===== config.mk =====
export PLATFORM = sky130hd
export DESIGN_NAME = noc_4ph_rx_bridge
export DESIGN_NICKNAME = d
export VERILOG_FILES = /design/src/rtl/noc_4ph_rx_bridge.sv
export SDC_FILE = /design/constraint.sdc
export NUM_CORES = 1
export LEC_CHECK = 0
export ABC_CLOCK_PERIOD_IN_PS = 3250
export BUFFER_PORTS_ARGS = -buffer_cell sky130_fd_sc_hd__buf_4
export CAP_MARGIN = 25
export CELL_PAD_IN_SITES_DETAIL_PLACEMENT = 0
export CELL_PAD_IN_SITES_GLOBAL_PLACEMENT = 1
export CORE_MARGIN = 3
export CORE_UTILIZATION = 49
export CTS_CLUSTER_DIAMETER = 80
export DETAILED_ROUTE_END_ITERATION = 8
export PLACE_DENSITY_LB_ADDON = 0.1
export SYNTH_ARGS = -nofsm -noshare
export SYNTH_HDL_FRONTEND = slang
export SYNTH_SLANG_ARGS = --single-unit

===== constraint.sdc =====
create_clock -name clk -period 3.25 [get_ports clk]
set_clock_uncertainty 0.2 [all_clocks]
set_input_delay 0.4875 -clock clk [delete_from_list [all_inputs] [get_ports clk]]
set_output_delay 0.4875 -clock clk [all_outputs]
set_load 0.1 [all_outputs]

===== src/rtl/noc_4ph_rx_bridge.sv =====
// rtl/noc_4ph_rx_bridge.sv - clocked receiver for a 4-phase bundled-data NoC link, packet FIFO, valid/ready out
// Optional MISROUTE_CHK_EN: packets whose dest != MY_ADDR are acked but dropped and counted.
module noc_4ph_rx_bridge #(
  parameter int                    PACKET_WIDTH  = 39,
  parameter int                    ADDR_WIDTH    = 4,
  parameter int                    OP_WIDTH      = 2,
  parameter logic [ADDR_WIDTH-1:0] MY_ADDR       = 4'd0,
  parameter int                    FIFO_DEPTH    = 4,
  localparam int                   PAYLOAD_WIDTH = PACKET_WIDTH - 2*ADDR_WIDTH - OP_WIDTH,
  localparam int                   PTR_WIDTH     = $clog2(FIFO_DEPTH),
  localparam int                   CNT_WIDTH     = PTR_WIDTH + 1
) (
  input  logic                     clk,
  input  logic                     reset,
  input  logic                     in_req,
  input  logic [PACKET_WIDTH-1:0]  in_data,
  output logic                     in_ack,
  output logic                     out_valid,
  input  logic                     out_ready,
  output logic [ADDR_WIDTH-1:0]    out_dest,
  output logic [ADDR_WIDTH-1:0]    out_src,
  output logic [OP_WIDTH-1:0]      out_op,
  output logic [PAYLOAD_WIDTH-1:0] out_payload,
  output logic [CNT_WIDTH-1:0]     out_count
`ifdef MISROUTE_CHK_EN
  ,
  output logic [7:0]               misroute_cnt
`endif
);

`ifdef MISROUTE_CHK_EN
  localparam bit CHK_EN = 1'b1;
`else
  localparam bit CHK_EN = 1'b0;
`endif

  typedef enum logic {S_IDLE, S_ACK_HI} state_t;

  state_t                  r_state;
  state_t                  w_state_nxt;
  logic                    r_req_s1;
  logic                    r_req_s2;
  logic                    r_ack;
  logic                    w_ack_nxt;
  logic [PACKET_WIDTH-1:0] r_mem [FIFO_DEPTH];
  logic [PTR_WIDTH-1:0]    r_wptr;
  logic [PTR_WIDTH-1:0]    r_rptr;
  logic [CNT_WIDTH-1:0]    r_count;
  logic                    w_full;
  logic                    w_push;
  logic                    w_pop;
  logic                    w_for_me;
  logic                    w_misroute;
  logic [PACKET_WIDTH-1:0] w_head;

  // Full is taken from the registered count, so a same-edge pop never frees a slot for a push.
  assign w_full   = (r_count == CNT_WIDTH'(FIFO_DEPTH));
  assign w_pop    = out_valid && out_ready;
  assign w_for_me = !CHK_EN || (in_data[PACKET_WIDTH-1 -: ADDR_WIDTH] == MY_ADDR);

  always_comb begin
    w_state_nxt = r_state;
    w_ack_nxt   = r_ack;
    w_push      = 1'b0;
    w_misroute  = 1'b0;
    case (r_state)
      S_IDLE: begin
        if (r_req_s2 && (!w_for_me || !w_full)) begin
          w_push      = w_for_me;
          w_misroute  = !w_for_me;
          w_ack_nxt   = 1'b1;
          w_state_nxt = S_ACK_HI;
        end
      end
      S_ACK_HI: begin
        if (!r_req_s2) begin
          w_ack_nxt   = 1'b0;
          w_state_nxt = S_IDLE;
        end
      end
      default: begin
        w_ack_nxt   = 1'b0;
        w_state_nxt = S_IDLE;
      end
    endcase
  end

  always_ff @(posedge clk) begin
    if (reset) begin
      r_req_s1 <= 1'b0;
      r_req_s2 <= 1'b0;
      r_state  <= S_IDLE;
      r_ack    <= 1'b0;
      r_wptr   <= '0;
      r_rptr   <= '0;
      r_count  <= '0;
    end else begin
      r_req_s1 <= in_req;
      r_req_s2 <= r_req_s1;
      r_state  <= w_state_nxt;
      r_ack    <= w_ack_nxt;
      if (w_push) r_wptr <= r_wptr + PTR_WIDTH'(1);
      if (w_pop)  r_rptr <= r_rptr + PTR_WIDTH'(1);
      case ({w_push, w_pop})
        2'b10:   r_count <= r_count + CNT_WIDTH'(1);
        2'b01:   r_count <= r_count - CNT_WIDTH'(1);
        default: r_count <= r_count;
      endcase
    end
  end

  // Storage needs no reset: validity is tracked entirely by the count and pointers.
  always_ff @(posedge clk) begin
    if (w_push) r_mem[r_wptr] <= in_data;
  end

`ifdef MISROUTE_CHK_EN
  logic [7:0] r_misroute_cnt;

  always_ff @(posedge clk) begin
    if (reset) begin
      r_misroute_cnt <= 8'd0;
    end else if (w_misroute && (r_misroute_cnt != 8'hFF)) begin
      r_misroute_cnt <= r_misroute_cnt + 8'd1;
    end
  end

  assign misroute_cnt = r_misroute_cnt;
`endif

  assign w_head      = r_mem[r_rptr];
  assign in_ack      = r_ack;
  assign out_valid   = (r_count != '0);
  assign out_count   = r_count;
  assign out_dest    = w_head[PACKET_WIDTH-1 -: ADDR_WIDTH];
  assign out_src     = w_head[PACKET_WIDTH-1-ADDR_WIDTH -: ADDR_WIDTH];
  assign out_op      = w_head[PAYLOAD_WIDTH +: OP_WIDTH];
  assign out_payload = w_head[PAYLOAD_WIDTH-1:0];

endmodule


### After elaboration in Yosys (flattened, before gate mapping)

Memory sizes are Yosys's and may differ from the RTL's. A register that Yosys moved wholly into a read port is not among the register bits.
Index checks and enable logic that the tools add are counted.
W data, S select, Z words.

| operators by class | value |
|---|---|
| $add $sub $neg | 4 |
| equal/unequal tests | 5 |
| multiplexer cells | 12 |
| bitwise operators | 1 |
| reduce and logical (&&, ||, !) cells | 6 |

Operator list:

| operator | number |
|---|---|
| $mux W1 | 7 |
| $pmux W3 S2 | 1 |
| $add A2 B1 Y2 const B | 2 |
| $mux W2 | 2 |
| $ne A2 B2 Y1 const B | 2 |
| $pmux W1 S2 | 2 |
| $add A3 B1 Y3 const B | 1 |
| $eq A3 B3 Y1 const B | 1 |
| $reduce_bool A3 Y1 | 1 |
| $sub A3 B1 Y3 const B | 1 |
| $eq A2 B1 Y1 const B | 1 |
| $eq A2 B2 Y1 const B | 1 |
| $logic_and A1 B1 Y1 | 2 |
| $reduce_and A2 Y1 | 1 |
| $reduce_bool A2 Y1 | 1 |
| $logic_not A1 Y1 | 1 |
| $not A1 Y1 | 1 |

| storage, ports and cells | value |
|---|---|
| bits in registers | 11 |
| bits in writable memories | 156 |
| bits of input ports | 43 |
| output and inout port bits | 44 |
| logic and storage cells | 36 |
| memories | 1 |

Memory list:

| name | words | width | rd ports | clocked after memory_dff | write ports | RTL line | RTL |
|---|---|---|---|---|---|---|---|
| r_mem | 4 | 39 | 1 | 1 | 1 | 45 | `logic [PACKET_WIDTH-1:0] r_mem [FIFO_DEPTH];` |

### Depth between registers and ports, before layout

| depth | value |
|---|---|
| word-level depth | 7 |
| depth in mapped cells | 9 |
| depth with buffers taken out | 9 |

### Worst setup path after synthesis

Ideal clock, no wire load.

| timing path | value |
|---|---|
| path type | register to register |
| start point | register r_count[2], in the netlist out_count[2] |
| end point | register r_count[2], in the netlist out_count[2] |
| setup time | 71 ps |
| arrival | 2901 ps |
| data required time | 2979 ps |
| path slack | 78 ps |
| stages on the path, launching flop included | 10 |
| buffers on the path | 0 |
| clock period less this slack | 3172 ps |
| cell sequence | dfxtp_1 > or3b_1 > nor3b_4 > inv_1 > ha_1 > inv_1 > fa_1 > xor2_1 > or3_2 > a21oi_1 |

| between the ends | value |
|---|---|
| word-level cells in the longest chain between the ends | 7 |
| elaborated cells between the ends (all ways) | 13 |
| those cells by class | 2 x add/sub; 3 x eq/ne; 3 x mux; 5 x reduce/logical |

RTL lines:

| what | RTL line | RTL |
|---|---|---|
| start: declaration | 48 | `logic [CNT_WIDTH-1:0] r_count;` |
| start signal: assignment | 105 | `2'b10: r_count <= r_count + CNT_WIDTH'(1);` |
| start signal: assignment | 106 | `2'b01: r_count <= r_count - CNT_WIDTH'(1);` |
| start signal: assignment | 107 | `default: r_count <= r_count;` |
| $eq A3 B3 Y1 | 57 | `assign w_full = (r_count == CNT_WIDTH'(FIFO_DEPTH));` |
| $logic_not A1 Y1 | 68 | `if (r_req_s2 && (!w_for_me \|\| !w_full)) begin` |
| $logic_and A1 B1 Y1 | 68 |  |
| $mux W1 | 68 |  |
| $mux W1 | 66 | `case (r_state)` |
| $eq A2 B1 Y1 / $eq A2 B2 Y1 (equally long branches) | 104 | `case ({w_push, w_pop})` |
| $pmux W3 S2 / $reduce_bool A2 Y1 (equally long branches) | n/a |  |

Several ways; a longest one is shown, not always the timed one.
A chain may end at the register's enable or synchronous reset.

==> flow_metrics.tcl <==
set metrics [dict create \
    grtUsageTotal_pct 15.6 \
    hold_path.class "primary input to flop" \
    dp_hpwl_um 6450 \
    routedWlPerCell_um 18.8 \
    max_cap_violations 0 \
    clk_latency_ns 0.41 \
    portBuffers 86 \
    reg2reg_depth 9 \
    design.die.area_um2 14100 \
    mostFrequentLayoutCells "edfxtp_1 (156), buf_4 (88), mux4_2 (39)" \
    ios 87 \
    mostFrequentLayoutCell "edfxtp_1" \
    cp_max_fo 20 \
    status "finished clean" \
    arrival_ns 2.13 \
    p_switching_uw 2050 \
    regArea_um2 4950 \
    drc 0 \
    p_seq_share_pct 40.8 \
    dr.pass1.iters 4 \
    cts_buffers 17 \
    yosysWarnings 0 \
    worst_setup_path_start_kind "flop" \
    power_frac_clock_pct 31.3 \
    routed_wl_um 10300 \
    grt_most_used_layer "met2" \
    globalRouteMet2Util_pct 24.3 \
    gp_congestion 0.665 \
    drtIter0Drc 227 \
    place_ws_ns 0.612 \
    cellLeakagePower_uw 0.00260 \
    nets 417 \
    hp-start "in_data[35]" \
    syn_nets 314 \
    hold_path_end "r_mem[0][35]$_DFFE_PP_" \
    setup-tns-final_ns 0 \
    start_util_pct 50.9 \
    grt_overflow_total 0 \
    antenna_found_initial 0 \
    cts_tree "done" \
    core_area_um2 12200 \
    multi_input_area_um2 1200 \
    power_uw 6160 \
    ys_types 26 \
    grt_pass1_vias 2994 \
    fp-row-count 40 \
    htree_levels 4 \
    syn2layout_area_growth_pct 24.1 \
    antenna_cells 0 \
    timing.hold.ws_ns 0.0749 \
    ir_drop_v 0.000576 \
    power_density_nw_per_um2 797 \
    min_period_ns 2.82 \
    setup_viol 0 \
    critPathRequiredTime_ns 2.56 \
    r2r-start "out_count[2]$_SDFFE_PP0P_" \
    critical_path_class "flop to output port" \
    hold_violations 0 \
    ys_seq_elements 169 \
    mappedNetlistArea_um2 6220 \
    die_w_um 119 \
    clock-sinks 169 \
    dr_total_vias 2809 \
    grt_pass1_wl_um 16400 \
    intPower_uw 4100 \
    clock_path_buffers 2 \
    cp-end-kind "output port" \
    grt_max_degree 23 \
    path_clk_slew_ns 0.06 \
    cts.repair.resized 0 \
    cts_hold_buffers 0 \
    period_share_pct 86.7 \
    dieHeight_um 119 \
    postCtsSetupBuffers 0 \
    ant_nets 0 \
    fill_cells 892 \
    max_freq_mhz 355 \
    p_sw_share_pct 33.3 \
    worst_slack_ns 0.433 \
    met1_usage_pct 20.7 \
    yosysSeqAreaShare_pct 79.5 \
    drv_slew 0 \
    drive_above_1_share_pct 44.1 \
    r2r-end "out_count[2]$_SDFFE_PP0P_" \
    reg2reg_setup_slack_ns 0.60 \
    relSlewSlack_pct 56.5 \
    avgSynthCellArea_um2 23.5 \
    worst_pin_slew_ns 0.653 \
    synthCells 265 \
    use_met3_pct 5.89 \
    pwr-share-comb_pct 27.9 \
    root_buffer "clkbuf_16" \
    via_per_inst 5.12 \
    min_path_cells 1 \
    rsz0062_at_grt "no" \
]
through the flow:
| step | std cells | area [µm²] | util, % |
|---|---|---|---|
| after global placement | 517 | 7150 | 58.6 |
| after CTS | 549 | 7720 | 63.2 |
| after detailed placement | 517 | 7150 | 58.6 |
| after global routing | 549 | 7720 | 63.2 |
| after floorplan | 265 | 6220 | - |
| final | 549 | 7720 | 63.2 |
power groups by stage:
stage	Sequential [µW]	Combinational [µW]	Clock, µW
2_1_floorplan	2570	1370	0
3_5_place_dp	2560	1730	0
6_report	2510	1710	1930
4_1_cts	2520	1730	1980
5_1_grt	2530	1780	2070
3_3_place_gp	2560	1730	0
worst max-delay path, stage by stage, from the launching register on:
cell	delay [ns]
dfxtp_4	0.63
buf_12	0.27
mux4_2	0.56
buf_4	0.26
cells in the mapped netlist:
cell	instances	area [µm²]
fa_1	1	20.0
or3_2	2	15.0
mux2_4	1	15.0
inv_1	7	26.3
nor3b_4	1	18.8
or3b_1	1	8.76
nor2_1	9	33.8
nor3_1	1	5.00
xor2_1	3	26.3
xnor2_1	1	8.76
mux4_2	39	878
o31a_2	1	10.0
clkbuf_1	3	11.3
and2_2	4	30.0
nand2b_1	2	12.5
buf_2	4	20.0
buf_4	2	15.0
dfxtp_1	13	260
edfxtp_1	156	4680
mux2i_1	1	10.0
a21oi_1	3	15.0
o21ai_0	1	5.00
nor2b_1	2	12.5
o311ai_0	1	8.76
o21a_1	1	7.51
ha_1	5	62.6
cell families after synthesis:
family,count (synthesis),synth area share [%]
buffers and inverters,16,1.17
flip-flops,169,79.5
AO/OA/AOI/OAI,7,0.744
AND/OR/NAND/NOR,22,2.19
multiplexers,41,14.5
XOR/XNOR,4,0.563
adder cells (fa/ha/maj),6,1.33
state kept, by name, indices dropped and copies added (netlist names), named ones only:
| signal | flops |
|---|---|
| in_ack | 1 |
| out_count | 3 |
| r_mem | 156 |
| r_req_s1 | 1 |
| r_req_s2 | 1 |
| r_rptr | 2 |
| r_state | 1 |
| r_wptr | 2 |
per-layer routing:
layer	wire length [µm]	share of wire, %	vias up
met5	0	0	-
met1	4590	45	1429
met2	5060	49	71
li1	-	-	1303
met4	75	0.73	0
met3	570	5.5	6
worst max-delay path by stage:
stage                                   start                   endpoint  cells past startpoint
global route                             flop            out_payload[24]                      3
floorplan           out_count[2]$_SDFFE_PP0P_  out_count[2]$_SDFFE_PP0P_                      9
finish                                   flop            out_payload[24]                      3
global placement    out_count[2]$_SDFFE_PP0P_  out_count[2]$_SDFFE_PP0P_                      9
detailed placement  out_count[2]$_SDFFE_PP0P_  out_count[2]$_SDFFE_PP0P_                      9
CTS                                      flop            out_payload[24]                      3
final cells by class:
class	count	area share [%]
repair buffers	93	9.85
well taps	168	2.72
clock inverters	10	1.64
clock buffers	22	5.75
multi-input cells	80	15.6
inverters	7	0.340
flip-flops and latches	169	64.1
Note: power is estimated with default switching activity, not from simulation.
